`src/rtl/cmul_triv_pipe.sv`:
```
// Multiplies packed complex float samples by {1, -j, -1, +j} via swap/sign flip, into a 2-entry output FIFO.
// Define CMUL_TRIV_AUTOSEQ_EN to build the index-driven rotation sequencer (rot_auto selects it).
module cmul_triv_pipe #(
  parameter int FW    = 32,
  parameter int LANES = 3
) (
  input  logic                  clk,
  input  logic                  rst_n,
  input  logic                  s_valid,
  output logic                  s_ready,
  input  logic [LANES*FW-1:0]   s_re,
  input  logic [LANES*FW-1:0]   s_im,
  input  logic [2*LANES-1:0]    s_rot,
  input  logic                  s_last,
  input  logic                  rot_auto,
  output logic                  m_valid,
  input  logic                  m_ready,
  output logic [LANES*FW-1:0]   m_re,
  output logic [LANES*FW-1:0]   m_im,
  output logic                  m_last
);

  localparam int W = LANES * FW;

  logic          push;
  logic          pop;
  logic [W-1:0]  rot_re;
  logic [W-1:0]  rot_im;

  logic [W-1:0]  buf_re   [2];
  logic [W-1:0]  buf_im   [2];
  logic          buf_last [2];
  logic          wr_ptr;
  logic          rd_ptr;
  logic [1:0]    count;

  // Ready comes only from the registered fill level, so downstream stalls never reach s_ready in the same cycle.
  assign s_ready = ~count[1];
  assign m_valid = (count != 2'd0);
  assign push    = s_valid & s_ready;
  assign pop     = m_valid & m_ready;

`ifdef CMUL_TRIV_AUTOSEQ_EN
  logic [1:0] phase;

  always_ff @(posedge clk or negedge rst_n) begin
    if (!rst_n) begin
      phase <= 2'd0;
    end else if (push) begin
      // NOTE: sequential state uses non-blocking assignments so every register samples pre-edge values.
      phase <= s_last ? 2'd0 : phase + 2'd1;
    end
  end
`else
  logic rot_auto_unused;
  assign rot_auto_unused = rot_auto;
`endif

  for (genvar l = 0; l < LANES; l++) begin : g_lane
    logic [FW-1:0] a;
    logic [FW-1:0] b;
    logic [FW-1:0] neg_a;
    logic [FW-1:0] neg_b;
    logic [1:0]    code;
    logic [FW-1:0] out_re;
    logic [FW-1:0] out_im;

    assign a     = s_re[l*FW +: FW];
    assign b     = s_im[l*FW +: FW];
    assign neg_a = {~a[FW-1], a[FW-2:0]};
    assign neg_b = {~b[FW-1], b[FW-2:0]};

`ifdef CMUL_TRIV_AUTOSEQ_EN
    localparam logic [1:0] LANE_MOD = 2'(l);
    logic [1:0] auto_code;
    // Two-bit product wraps naturally, giving (l * phase) mod 4.
    assign auto_code = phase * LANE_MOD;
    assign code      = rot_auto ? auto_code : s_rot[2*l +: 2];
`else
    assign code = s_rot[2*l +: 2];
`endif

    always_comb begin
      // NOTE: default both outputs first so no path through the case can infer a latch.
      out_re = a;
      out_im = b;
      case (code)
        2'd1:    begin out_re = b;     out_im = neg_a; end
        2'd2:    begin out_re = neg_a; out_im = neg_b; end
        2'd3:    begin out_re = neg_b; out_im = a;     end
        default: begin out_re = a;     out_im = b;     end
      endcase
    end

    assign rot_re[l*FW +: FW] = out_re;
    assign rot_im[l*FW +: FW] = out_im;
  end

  always_ff @(posedge clk or negedge rst_n) begin
    if (!rst_n) begin
      // NOTE: the two buffer entries are reset because outputs must read zero after reset.
      for (int i = 0; i < 2; i++) begin
        buf_re[i]   <= '0;
        buf_im[i]   <= '0;
        buf_last[i] <= 1'b0;
      end
      wr_ptr <= 1'b0;
      rd_ptr <= 1'b0;
      count  <= 2'd0;
    end else begin
      if (push) begin
        buf_re[wr_ptr]   <= rot_re;
        buf_im[wr_ptr]   <= rot_im;
        buf_last[wr_ptr] <= s_last;
        wr_ptr           <= ~wr_ptr;
      end
      if (pop) begin
        rd_ptr <= ~rd_ptr;
      end
      case ({push, pop})
        2'b10:   count <= count + 2'd1;
        2'b01:   count <= count - 2'd1;
        default: count <= count;
      endcase
    end
  end

  assign m_re   = buf_re[rd_ptr];
  assign m_im   = buf_im[rd_ptr];
  assign m_last = buf_last[rd_ptr];

endmodule

```
`config.mk`:
```
export PLATFORM = sky130hd
export DESIGN_NAME = cmul_triv_pipe
export DESIGN_NICKNAME = d
export VERILOG_FILES = /design/src/rtl/cmul_triv_pipe.sv
export SDC_FILE = /design/constraint.sdc
export NUM_CORES = 1
export LEC_CHECK = 0
export ABC_AREA = 0
export CAP_MARGIN = 20
export CORE_AREA = 2 2 215 301
export CTS_CLUSTER_DIAMETER = 30
export DETAILED_ROUTE_END_ITERATION = 12
export DIE_AREA = 0 0 217 303
export GPL_TIMING_DRIVEN = 0
export PLACE_DENSITY = 0.52
export SYNTH_ARGS = -nofsm -noshare
export SYNTH_HDL_FRONTEND = slang
export SYNTH_SLANG_ARGS = --single-unit
```
`constraint.sdc`:
```
create_clock -name clk -period 2 [get_ports clk]
set_input_delay 0.4 -clock clk [delete_from_list [all_inputs] [get_ports clk]]
set_output_delay 0.4 -clock clk [all_outputs]
set_load 0.02 [all_outputs]
```
Word level (Yosys, flattened, before mapping)

Cells that the tools add are included.

Equality and inequality tests: 11
Mux-type cells: 23
Reduce and logical (&&, ||, !) cells: 3
Order comparisons: 3
Add/subtract/negate cells: 2
Bitwise gates (word level): 13

Operator list:

| operator                                                   | number |
|---|---|
| two-way mux 96 bit                                         | 7 |
| one-hot mux 32 bit (3 select lines)                        | 6 |
| bitwise mux 192 bit                                        | 2 |
| demux 96 bit (select 1 bit)                                | 1 |
| equality test 2 bit, second input constant                 | 7 |
| NOT 1 bit                                                  | 9 |
| equality test 2 x 1 -> 1 bit, second input constant        | 4 |
| >= comparator 2 bit, second input constant                 | 2 |
| two-way mux 1 bit                                          | 4 |
| NOT 1 -> 2 bit                                             | 2 |
| one-hot mux 2 bit (2 select lines)                         | 1 |
| nonzero test 2 bit                                         | 2 |
| adder 2 x 1 -> 2 bit, second input constant                | 1 |
| bitwise AND 1 bit                                          | 2 |
| bitwise mux 2 bit                                          | 1 |
| less-than comparator 2 x 1 -> 1 bit, second input constant | 1 |
| subtractor 2 x 1 -> 2 bit, second input constant           | 1 |
| demux 1 bit (select 1 bit)                                 | 1 |
| logical AND 1 bit                                          | 1 |

Logic and storage cells: 64
Register bits after elaboration: 390
Output and inout bits: 195
Bits of input ports: 204

Depth between registers and ports, before layout

Gate-level depths: netlist of the first run.

Depth after elaboration: 6
Mapped depth: 7
Mapped depth without buffers: 6

Least setup slack after synthesis of the first run

Ideal clock, no wire load.

Path type: reg2out
Start point: register rd_ptr
End point: output port m_im[26]
Slack: 0.205 ns
Buffers on the path: 3
Stages on the path, launching flop included: 5
Required time: 1.600 ns
Arrival: 1.395 ns
Cells stage by stage: dfrtp_1 > clkbuf_1 > clkbuf_1 > buf_2 > mux2_2

Word-level cells in the longest chain between the ends: 4

RTL lines:

| item                                                  | line | source |
|---|---|---|
| start: declaration                                    | 34   | `logic rd_ptr;` |
| start signal: assignment                              | 118  | `rd_ptr <= ~rd_ptr;` |
| NOT 1 -> 2 bit (implied by the code)                  | 129  | `assign m_im = buf_im[rd_ptr];` |
| two-way mux 96 bit (implied by the code) (3 in a row) | 129  |  |
| end: declaration                                      | 19   | `output logic [LANES*FW-1:0] m_im,` |

No other way between the ends. The select of a mux whose other input is x is not followed.

Final worst setup path of the first run

Start point: register rd_ptr
End point: output port m_re[52]

Word-level cells in the longest chain between the ends: 4

RTL lines:

| item                                                  | line | source |
|---|---|---|
| NOT 1 -> 2 bit (implied by the code)                  | 128  | `assign m_re = buf_re[rd_ptr];` |
| two-way mux 96 bit (implied by the code) (3 in a row) | 128  |  |
| end: declaration                                      | 18   | `output logic [LANES*FW-1:0] m_re,` |

No other way between the ends. The select of a mux whose other input is x is not followed.

==> results of run 1 <==
## Yosys cell counts
| cell | n |
|---|---|
| nand2b_1 | 1 |
| o21ai_0 | 283 |
| and3b_1 | 1 |
| a31oi_1 | 6 |
| nand3b_2 | 1 |
| ha_1 | 1 |
| buf_1 | 4 |
| dfrtp_1 | 390 |
| o21ai_1 | 98 |
| clkbuf_1 | 42 |
| inv_1 | 1 |
| buf_2 | 68 |
| nand2_1 | 386 |
| and2_1 | 4 |
| mux2i_1 | 189 |
| buf_6 | 12 |
| xnor2_1 | 3 |
| buf_4 | 1 |
| nor2_1 | 10 |
| or2_2 | 1 |
| mux2_2 | 193 |
| or3b_1 | 1 |
| xor2_1 | 4 |
| nor3b_1 | 1 |
| or3_1 | 3 |
## sequential cells by signal (all words and copies together) (netlist names)
signal,cells
wr_ptr,1
buf_re,192
rd_ptr,1
buf_last,2
buf_im,192
count,2
## stage by stage
step	cells	setup WS [ns]	cell area [sq um]	util
final	3137	-0.513	27100	0.430
after global routing	3136	-0.582	27100	0.430
after CTS	3114	-0.636	26300	0.417
after detailed placement	2939	-1.20	23200	0.369
after global placement	2933	-16.46	23100	0.367
after floorplan	1704	0.205	18100	-
## logic make-up (layout without fill, tap and decap cells)
| kind of cell | after synthesis | count (layout) |
|---|---|---|
| other cells | 0 | 2 |
| xor+xnor | 7 | 7 |
| simple gates | 409 | 409 |
| mux | 382 | 382 |
| flops | 390 | 390 |
| buf+inv | 128 | 727 |
| fa+ha+maj | 1 | 1 |
| compound gates | 387 | 387 |
## placed cells by master (no fill, tap or decap), types with 2 or more instances in the layout
master,n
dfrtp_1,388
nand2_1,386
o21ai_0,283
clkdlybuf4s50_1,201
mux2i_1,189
mux2_2,108
buf_6,107
buf_2,105
o21ai_1,98
clkbuf_16,96
mux2_4,85
clkbuf_1,45
clkbuf_2,41
buf_4,32
buf_12,20
clkbuf_8,18
clkinvlp_4,15
bufinv_16,11
nor2_1,10
clkinv_2,10
buf_8,6
a31oi_1,6
inv_6,5
buf_16,5
and2_1,4
xor2_1,4
or3_1,3
xnor2_1,3
diode_2,2
inv_16,2
dfrtp_2,2
clkdlybuf4s15_2,2
## power groups by stage
stage               clock [uW]  combinational (uW)  sequential (uW)
detailed placement           0               21200            13400
global placement             0               21000            13200
finish                   15000               22700            13400
global route             15700               24400            13900
CTS                      15200               20600            13300
floorplan                    0               11900            12900
## worst max-delay path, cell delays in order, from the launching register on
cell and delay [ns]:
dfrtp_2 0.43, clkbuf_16 0.19, buf_16 0.17, buf_12 0.16, mux2_2 0.36, buf_2 0.17
## cell type report
type,count,share of cell area
Buffer,124,0.0354
Antenna cell,2,0.000185
Clock inverter,44,0.0216
Inverter,1,0.000139
Clock buffer,121,0.0933
Timing Repair Buffer,437,0.155
Tap cell,832,0.0384
Sequential cell,390,0.361
Multi-Input combinational cell,1186,0.295
## metal layers
metal,vias to the layer above,global-route usage,share of wire
met2,416,0.341,0.51
met1,7473,0.234,0.41
met5,-,0,0.00058
li1,6957,-,-
met3,124,0.0453,0.056
met4,6,0.0698,0.030
## final timing paths
check	to	depth (start not counted)
max	m_re[52]	5
max in group asynchronous	buf_re[32]	4
max reg2reg	buf_im[187]	7
min reg2reg	buf_im[124]	2
min in group clk	buf_last[1]	3
min	buf_re[172]	2
## timing repair
item / in CTS / in global routing
hold endpoints to repair: 71 / 0
setup buffers: 9 / 17
hold buffers: 1 / 0
endpoints found under the setup margin: 497 / 598
gates cloned: 1 / 6
resized for setup: 716 / 461
==> out/results.ini, run 1 <==
[floorplanning]
dieArea_sq_um=65800
start_util=0.287
die_w_um=217
core-area_sq_um=63000
die_h_um=303
row_count=109
ioPinCount=399

[layout]
multi_input_area_sq_um=7990
register_area_sq_um=9760
drive_above_1_share=0.293
fillers=6161
syn_to_final_growth_pct=49.7
nNetsFinal=2434

[yosys]
yosys.area_share.simple=0.0873
yosysUniqueCellTypes=25
postSynthCellCount=1704
yosysTopAreaCellShare=0.540
synth-compound-area-share=0.108
synth_seq_area_share=0.540
synth-seq-cells=390
synth-xor-area-share=0.00339
synth_fp_nets=1909
synthMuxAreaShare=0.225
synth_top_family_by_area=multiplexers
ys_top_cells_by_area=dfrtp_1, mux2_2, mux2i_1
syn_avg_cell_area_sq_um=10.6
synthAdderAreaFrac=0.000692
ys_warn_count=0
synthesis.area_sq_um=18100
synth_largest_area_cell=dfrtp_1

[clock_tree]
cts_sinks=390
clock_latency_ns=0.61
clock_path_buffers=3
cts_root_buf=clkbuf_16
cts.htree.levels=3
clk_pin_slew_ns=0.05
tritoncts=done
numCtsBuffers=89

[power]
p_sw_uw=18700
finalPower_uw=51100
comb_power_share=0.445
switching_share=0.366
p_leak_uw=0.0129
p_clk_frac=0.293
power_density_nw_per_um2=1890
max-vdd-ir-drop_v=0.000838
pwr-share-seq=0.262
cellInternalPower_uw=32400

[timing]
fmax_ghz=0.398
clock_skew_ns=0.00966
rsz0062_at_grt=true
finalSetupViolCount=193
tns_ns=-73.41
worstMarginPinSlew_ns=0.670
timing.hold.ws_ns=0.335
post-route-period-util=1.26
fin_crit_ns=2.51
hold_viol=0
slew_headroom=0.553
maxSlewViolCount=0
fin_ws_ns=-0.513

[global_routing]
gr-total-overflow=0
antenna_found_initial=5
grt_max_degree=113
grt_pass1_vias=15900
grt_use_total=0.195
grt_pass1_wl_um=97000

[detailed_routing]
ant_nets=0
drtIter0Drc=801
drc=0
routed_via_density=4.77
route.vias.total=15000
drt-total-wl_um=65600
dr.pass1.iters=5
avgRoutedWirePerCell_um=20.9

[critical_path]
critPathKind=flip-flop to output port
start_kind=flip-flop
arrival_ns=2.11
worstPathMaxFanout=10
crit_start=rd_ptr
worstReg2RegStart=count[1]
ff2ff_setup_slack_ns=0.06
end_kind=output port
required_ns=1.60

[hold_path]
min_path_type=primary input to async pin

[run_status]
violations=negative setup slack
status=finished, violations left

[placed_design]
place_hpwl_um=47000
gp_congestion=0.825
io_buffers=397

[flow_run]
maxCapViolCount=0

(Power assumes the default switching activity.)
==> run 2, diff against run 1 <==
--- a/config.mk
+++ b/config.mk
@@ -12,7 +12,7 @@
 export DETAILED_ROUTE_END_ITERATION = 12
 export DIE_AREA = 0 0 217 303
 export GPL_TIMING_DRIVEN = 0
-export PLACE_DENSITY = 0.52
+export PLACE_DENSITY = 0.54
 export SYNTH_ARGS = -nofsm -noshare
 export SYNTH_HDL_FRONTEND = slang
 export SYNTH_SLANG_ARGS = --single-unit
==> constraint.sdc (replaced) <==
create_clock -name clk -period 2.31 [get_ports clk]
set_input_delay 0.462 -clock clk [delete_from_list [all_inputs] [get_ports clk]]
set_output_delay 0.462 -clock clk [all_outputs]
set_load 0.02 [all_outputs]
==> out/results.ini, run 2 (synthesized netlist as in run 1, its figures left out) <==
[timing]
hold_viol=0  ; unchanged
tns_ns=-40.64  ; was -73.41 ns
worstMarginPinSlew_ns=0.685  ; was 0.670 ns
maxSlewViolCount=0  ; unchanged
rsz0062_at_grt=true  ; unchanged
fin_crit_ns=2.64
slew_headroom=0.543  ; was 0.553
post-route-period-util=1.14
clock_skew_ns=0.0202  ; was 0.00966 ns
finalSetupViolCount=193  ; unchanged
fin_ws_ns=-0.326  ; was -0.513 ns
fmax_ghz=0.379

[detailed_routing]
drc=0  ; unchanged
avgRoutedWirePerCell_um=20.7  ; was 20.9 um
dr.pass1.iters=5  ; unchanged
ant_nets=0  ; unchanged
route.vias.total=15100  ; was 15000
routed_via_density=4.76  ; was 4.77
drt-total-wl_um=65700  ; was 65600 um
drtIter0Drc=726  ; was 801

[floorplanning]
start_util=0.287  ; unchanged
ioPinCount=399  ; unchanged
row_count=109  ; unchanged
die_w_um=217  ; unchanged
dieArea_sq_um=65800  ; unchanged
die_h_um=303  ; unchanged
core-area_sq_um=63000  ; unchanged

[power]
cellInternalPower_uw=28800  ; was 32400 uW
p_clk_frac=0.268  ; was 0.293
p_sw_uw=16700  ; was 18700 uW
switching_share=0.366  ; about the same
pwr-share-seq=0.256  ; was 0.262
comb_power_share=0.477  ; was 0.445
power_density_nw_per_um2=1630  ; was 1890 nW/um^2
finalPower_uw=45500  ; was 51100 uW
p_leak_uw=0.0134  ; was 0.0129 uW
max-vdd-ir-drop_v=0.000810  ; was 0.000838 V

[clock_tree]
clock_latency_ns=0.62  ; was 0.61 ns
clock_path_buffers=3  ; unchanged
cts.htree.levels=3  ; unchanged
cts_root_buf=clkbuf_16  ; unchanged
cts_sinks=390  ; unchanged
clk_pin_slew_ns=0.04  ; was 0.05 ns
tritoncts=done  ; unchanged
numCtsBuffers=85  ; was 89

[layout]
largestRegisters=buf_im: 192 flops, buf_re: 192 flops  ; unchanged
drive_above_1_share=0.298  ; was 0.293
mostFrequentLayoutCell=dfrtp_1  ; unchanged
fillers=6057  ; was 6161
register_area_sq_um=9760  ; about the same
utilization=0.442  ; was 0.430
multi_input_area_sq_um=8130  ; was 7990 sq um
nNetsFinal=2470  ; was 2434
mostFrequentLayoutCells=dfrtp_1, nand2_1, o21ai_0, clkdlybuf4s50_1, mux2i_1  ; unchanged
syn_to_final_growth_pct=54.1  ; was 49.7%

[global_routing]
gr-total-overflow=0  ; unchanged
grt_pass1_vias=16200  ; was 15900
grt_pass1_wl_um=97600  ; was 97000 um
antenna_found_initial=5  ; unchanged
grt_max_degree=119  ; was 113
grt_use_total=0.196  ; was 0.195

[critical_path]
ff2ff_setup_slack_ns=0.15  ; was 0.06 ns
worstReg2RegStart=count[1]  ; unchanged
cp_slowest_cell=dfrtp_2  ; unchanged
worstPathCellList=clkbuf_16, buf_16, buf_12, buf_12, mux2_4, buf_6  ; was clkbuf_16, buf_16, buf_12, mux2_2, buf_2
cp_common_cell=buf_12
path_buf_inv=5  ; was 4
required_ns=1.85  ; was 1.60 ns
r2r_cells=5  ; was 7
end_kind=output port  ; unchanged
r2r-end=buf_re[180]  ; was buf_im[187]
arrival_ns=2.17  ; was 2.11 ns
critPathKind=flip-flop to output port  ; unchanged
worstPathMaxFanout=8  ; was 10
max_stage_delay_ns=0.46  ; was 0.43 ns
critPathTopFamily=buffers and inverters  ; unchanged
start_kind=flip-flop  ; unchanged

[hold_path]
min_path_type=primary input to async pin  ; unchanged

[placed_design]
place_hpwl_um=47300  ; was 47000 um
dp_slack_ns=-0.951  ; was -1.20 ns
gp_congestion=0.783  ; was 0.825
io_buffers=397  ; unchanged

[run_status]
violations=negative setup slack  ; unchanged
status=finished, violations left  ; unchanged

[flow_run]
maxCapViolCount=0  ; unchanged

==> run 2: what timing repair did <==
action / CTS / global route
gates cloned: 4 / 6
hold buffers: 1 / 0
gates resized for setup: 1017 / 293
hold endpoints to repair: 74 / 0
setup endpoints to repair: 383 / 203
setup buffers: 44 / 23
==> run 2: area by class of cell <==
type / instances / share of cell area
diodes: 4 / 0.000359
plain buffers: 122 / 0.0322
clock buffers: 105 / 0.0841
clock inverters: 54 / 0.0216
inverters: 1 / 0.000135
multi-input cells: 1186 / 0.292
flip-flops and latches: 390 / 0.350
well taps: 832 / 0.0374
repair buffers: 479 / 0.182
==> run 2: layer usage <==
metal / global-route usage / part of all wire
met1: 0.231 / 0.40
met4: 0.0832 / 0.031
met3: 0.0370 / 0.050
met2: 0.347 / 0.52
met5: 0 / 0
==> run 2: how the worst max path moves through the flow <==
stage / startpoint / endpoint / slack, ns / cells after the start
global route: rd_ptr / m_im[61] / -0.38 / 6
finish: rd_ptr / m_im[61] / -0.33 / 6
global placement: rst_n / buf_im[142] / -15.96 / 1
CTS: rd_ptr / m_re[5] / -0.48 / 3
floorplan: rd_ptr / m_im[26] / 0.45 / 4
detailed placement: s_valid / buf_re[25] / -0.95 / 6
==> run 2: power groups by stage <==
stage          Combinational, uW  Sequential, uW  Clock, uW
5_1_grt                    23300           12000      12800
4_1_cts                    20100           11600      12400
6_report                   21700           11600      12200
3_5_place_dp               18300           11600          0
2_1_floorplan              10300           11100          0
3_3_place_gp               18100           11500          0
==> run 2: worst register-to-register path, cell delays in order (launching register included) <==
cell and delay, ns:
dfrtp_1 0.43, or3b_1 0.16, clkbuf_1 0.50, buf_8 0.23, clkbuf_1 0.45, o21ai_0 0.24
==> run 2: stage by stage <==
stage               cells  instance area, sq um  hold WS [ns]
floorplan            1704                 18100         0.166
global placement     2933                 23100         0.455
detailed placement   2939                 23200         0.464
CTS                  3146                 27000         0.384
global route         3172                 27900         0.432
finish               3173                 27900         0.405
==> run 3, diff against run 2 <==
--- a/config.mk
+++ b/config.mk
@@ -6,7 +6,6 @@
 export NUM_CORES = 1
 export LEC_CHECK = 0
 export ABC_AREA = 0
-export CAP_MARGIN = 20
 export CORE_AREA = 2 2 215 301
 export CTS_CLUSTER_DIAMETER = 30
 export DETAILED_ROUTE_END_ITERATION = 12
==> out/results.ini, run 3 (synthesized netlist as in run 1, its figures left out) <==
[power]
p_leak_uw=0.0128  ; was 0.0134 uW
finalPower_uw=44100  ; was 45500 uW
max-vdd-ir-drop_v=0.000790  ; was 0.000810 V
power_density_nw_per_um2=1620  ; was 1630 nW/um^2

[global_routing]
grt_pass1_wl_um=96000  ; was 97600 um
grt_max_degree=119  ; unchanged
grt_use_total=0.193  ; was 0.196
antenna_found_initial=8  ; was 5
grt_pass1_vias=16000  ; was 16200
gr-total-overflow=0  ; unchanged

[critical_path]
max_stage_delay_ns=0.40  ; was 0.46 ns
r2r_cells=7  ; was 5
worstPathCellList=buf_12, clkbuf_16, buf_12, clkbuf_16, mux2_4, buf_6  ; was clkbuf_16, buf_16, buf_12, buf_12, mux2_4, buf_6
critPathKind=flip-flop to output port  ; unchanged
end_kind=output port  ; unchanged
worstReg2RegStart=count[1]  ; unchanged
cp_slowest_cell=dfrtp_2  ; unchanged
required_ns=1.85  ; about the same
worstPathMaxFanout=6  ; was 8
start_kind=flip-flop  ; unchanged
ff2ff_setup_slack_ns=0.33  ; was 0.15 ns
crit_start=rd_ptr  ; unchanged
endpoint=m_re[54]  ; was m_im[61]
r2r-end=buf_im[189]  ; was buf_re[180]
cp.depth=6  ; unchanged
arrival_ns=2.12  ; was 2.17 ns
path_buf_inv=5  ; unchanged
critPathTopFamily=buffers and inverters  ; unchanged

[clock_tree]
clock_latency_ns=0.62  ; about the same
clk_pin_slew_ns=0.05  ; was 0.04 ns
clock_path_buffers=3  ; unchanged
numCtsBuffers=83  ; was 85
cts.htree.levels=3  ; unchanged
tritoncts=done  ; unchanged
cts_sinks=390  ; unchanged
cts_root_buf=clkbuf_16  ; unchanged

[detailed_routing]
avgRoutedWirePerCell_um=20.7  ; about the same
drc=0  ; unchanged
ant_nets=0  ; unchanged
dr.pass1.iters=5  ; unchanged
routed_via_density=4.78  ; was 4.76
route.vias.total=14900  ; was 15100
drt-total-wl_um=64600  ; was 65700 um
drtIter0Drc=757  ; was 726

[timing]
hold_viol=0  ; unchanged
fin_ws_ns=-0.268  ; was -0.326 ns
slew_headroom=0.242  ; was 0.543
clock_skew_ns=0.0214  ; was 0.0202 ns
fmax_ghz=0.388  ; was 0.379 GHz
maxSlewViolCount=0  ; unchanged
finalSetupViolCount=190  ; was 193
timing.hold.ws_ns=0.406  ; was 0.405 ns
worstMarginPinSlew_ns=1.13  ; was 0.685 ns
rsz0062_at_grt=true  ; unchanged
fin_crit_ns=2.58  ; was 2.64 ns
post-route-period-util=1.12  ; was 1.14

[layout]
drive_above_1_share=0.278  ; was 0.298
mostFrequentLayoutCell=dfrtp_1  ; unchanged
syn_to_final_growth_pct=50.1  ; was 54.1%
mostFrequentLayoutCells=dfrtp_1, nand2_1, o21ai_0, clkdlybuf4s50_1, mux2i_1  ; unchanged
largestRegisters=buf_im: 192 flops, buf_re: 192 flops  ; unchanged
nNetsFinal=2418  ; was 2470

[run_status]
status=finished, violations left  ; unchanged
violations=negative setup slack  ; unchanged

[placed_design]
place_hpwl_um=46800  ; was 47300 um
gp_congestion=0.783  ; unchanged
io_buffers=397  ; unchanged

[floorplanning]
die_w_um=217  ; unchanged
start_util=0.287  ; unchanged
dieArea_sq_um=65800  ; unchanged
row_count=109  ; unchanged
core-area_sq_um=63000  ; unchanged
ioPinCount=399  ; unchanged
die_h_um=303  ; unchanged

[flow_run]
maxCapViolCount=0  ; unchanged

[hold_path]
min_path_type=primary input to async pin  ; unchanged

## run 3: cell types whose count changed in the layout (fill, tap and decap cells not counted), sizes merged
cell | previous run | this run
buf | 335 | 266
clkbuf | 157 | 153
bufinv | 6 | 11
clkinv | 23 | 25
dlymetal6s2s | 12 | 1
dlygate4sd2 | 0 | 16
inv | 13 | 6
clkdlybuf4s15 | 0 | 16
clkinvlp | 13 | 7
## run 3: metal layers
layer  GRT usage  routed length, um  vias up
met1       0.228              26100     7428
met3      0.0349               3190      106
li1            -                  -     6926
met2       0.341              33200      429
met5           0                 39        -
met4      0.0881               2010        6
## run 3: power breakdown
group / internal, uW / total [uW] / switching [uW] / leakage (uW)
registers: 10000 / 11600 / 1570 / 0.00488
logic: 9590 / 20100 / 10500 / 0.00649
clock network: 8320 / 12400 / 4090 / 0.00144
total: 27900 / 44100 / 16100 / 0.0128
## run 3: area by class of cell
type,count,area (sq um)
fillers,6064,35900
flip-flops and latches,390,9760
multi-input cells,1186,7900
repair buffers,427,4510
clock buffers,103,2280
well taps,832,1040
plain buffers,124,923
clock inverters,48,712
diodes,4,10.0
inverters,1,3.75
## run 3: what timing repair did
item / in CTS / in global routing
cloned: 3 / 6
hold buffers: 1 / 0
endpoints found under the hold margin: 74 / 0
endpoints found under the setup margin: 384 / 194
buffers inserted: 15 / 5
resized for setup: 1004 / 160
## run 3: stage by stage
step                worst slack [ns]  instances  utilization  instance area [sq um]  setup TNS [ns]
floorplan                      0.453       1704            -                  18100               0
global placement              -15.96       2933        0.367                  23100        -6619.49
detailed placement             -1.29       2936        0.368                  23200         -413.68
CTS                           -0.314       3104        0.421                  26600          -43.11
global route                  -0.317       3114        0.431                  27100          -44.61
finish                        -0.268       3115        0.431                  27100          -31.23
## run 3: worst min path at each step
stage	from	endpoint	slack [ns]	depth (start not counted)
after global routing	s_last	buf_last[0]	0.40	3
after detailed placement	buf_im[29]	buf_im[29]	0.46	2
after floorplan	rst_n	buf_im[0]	0.17	0
after global placement	buf_im[34]	buf_im[34]	0.46	2
final	rst_n	buf_re[175]	0.41	2
after CTS	s_last	buf_last[0]	0.37	3
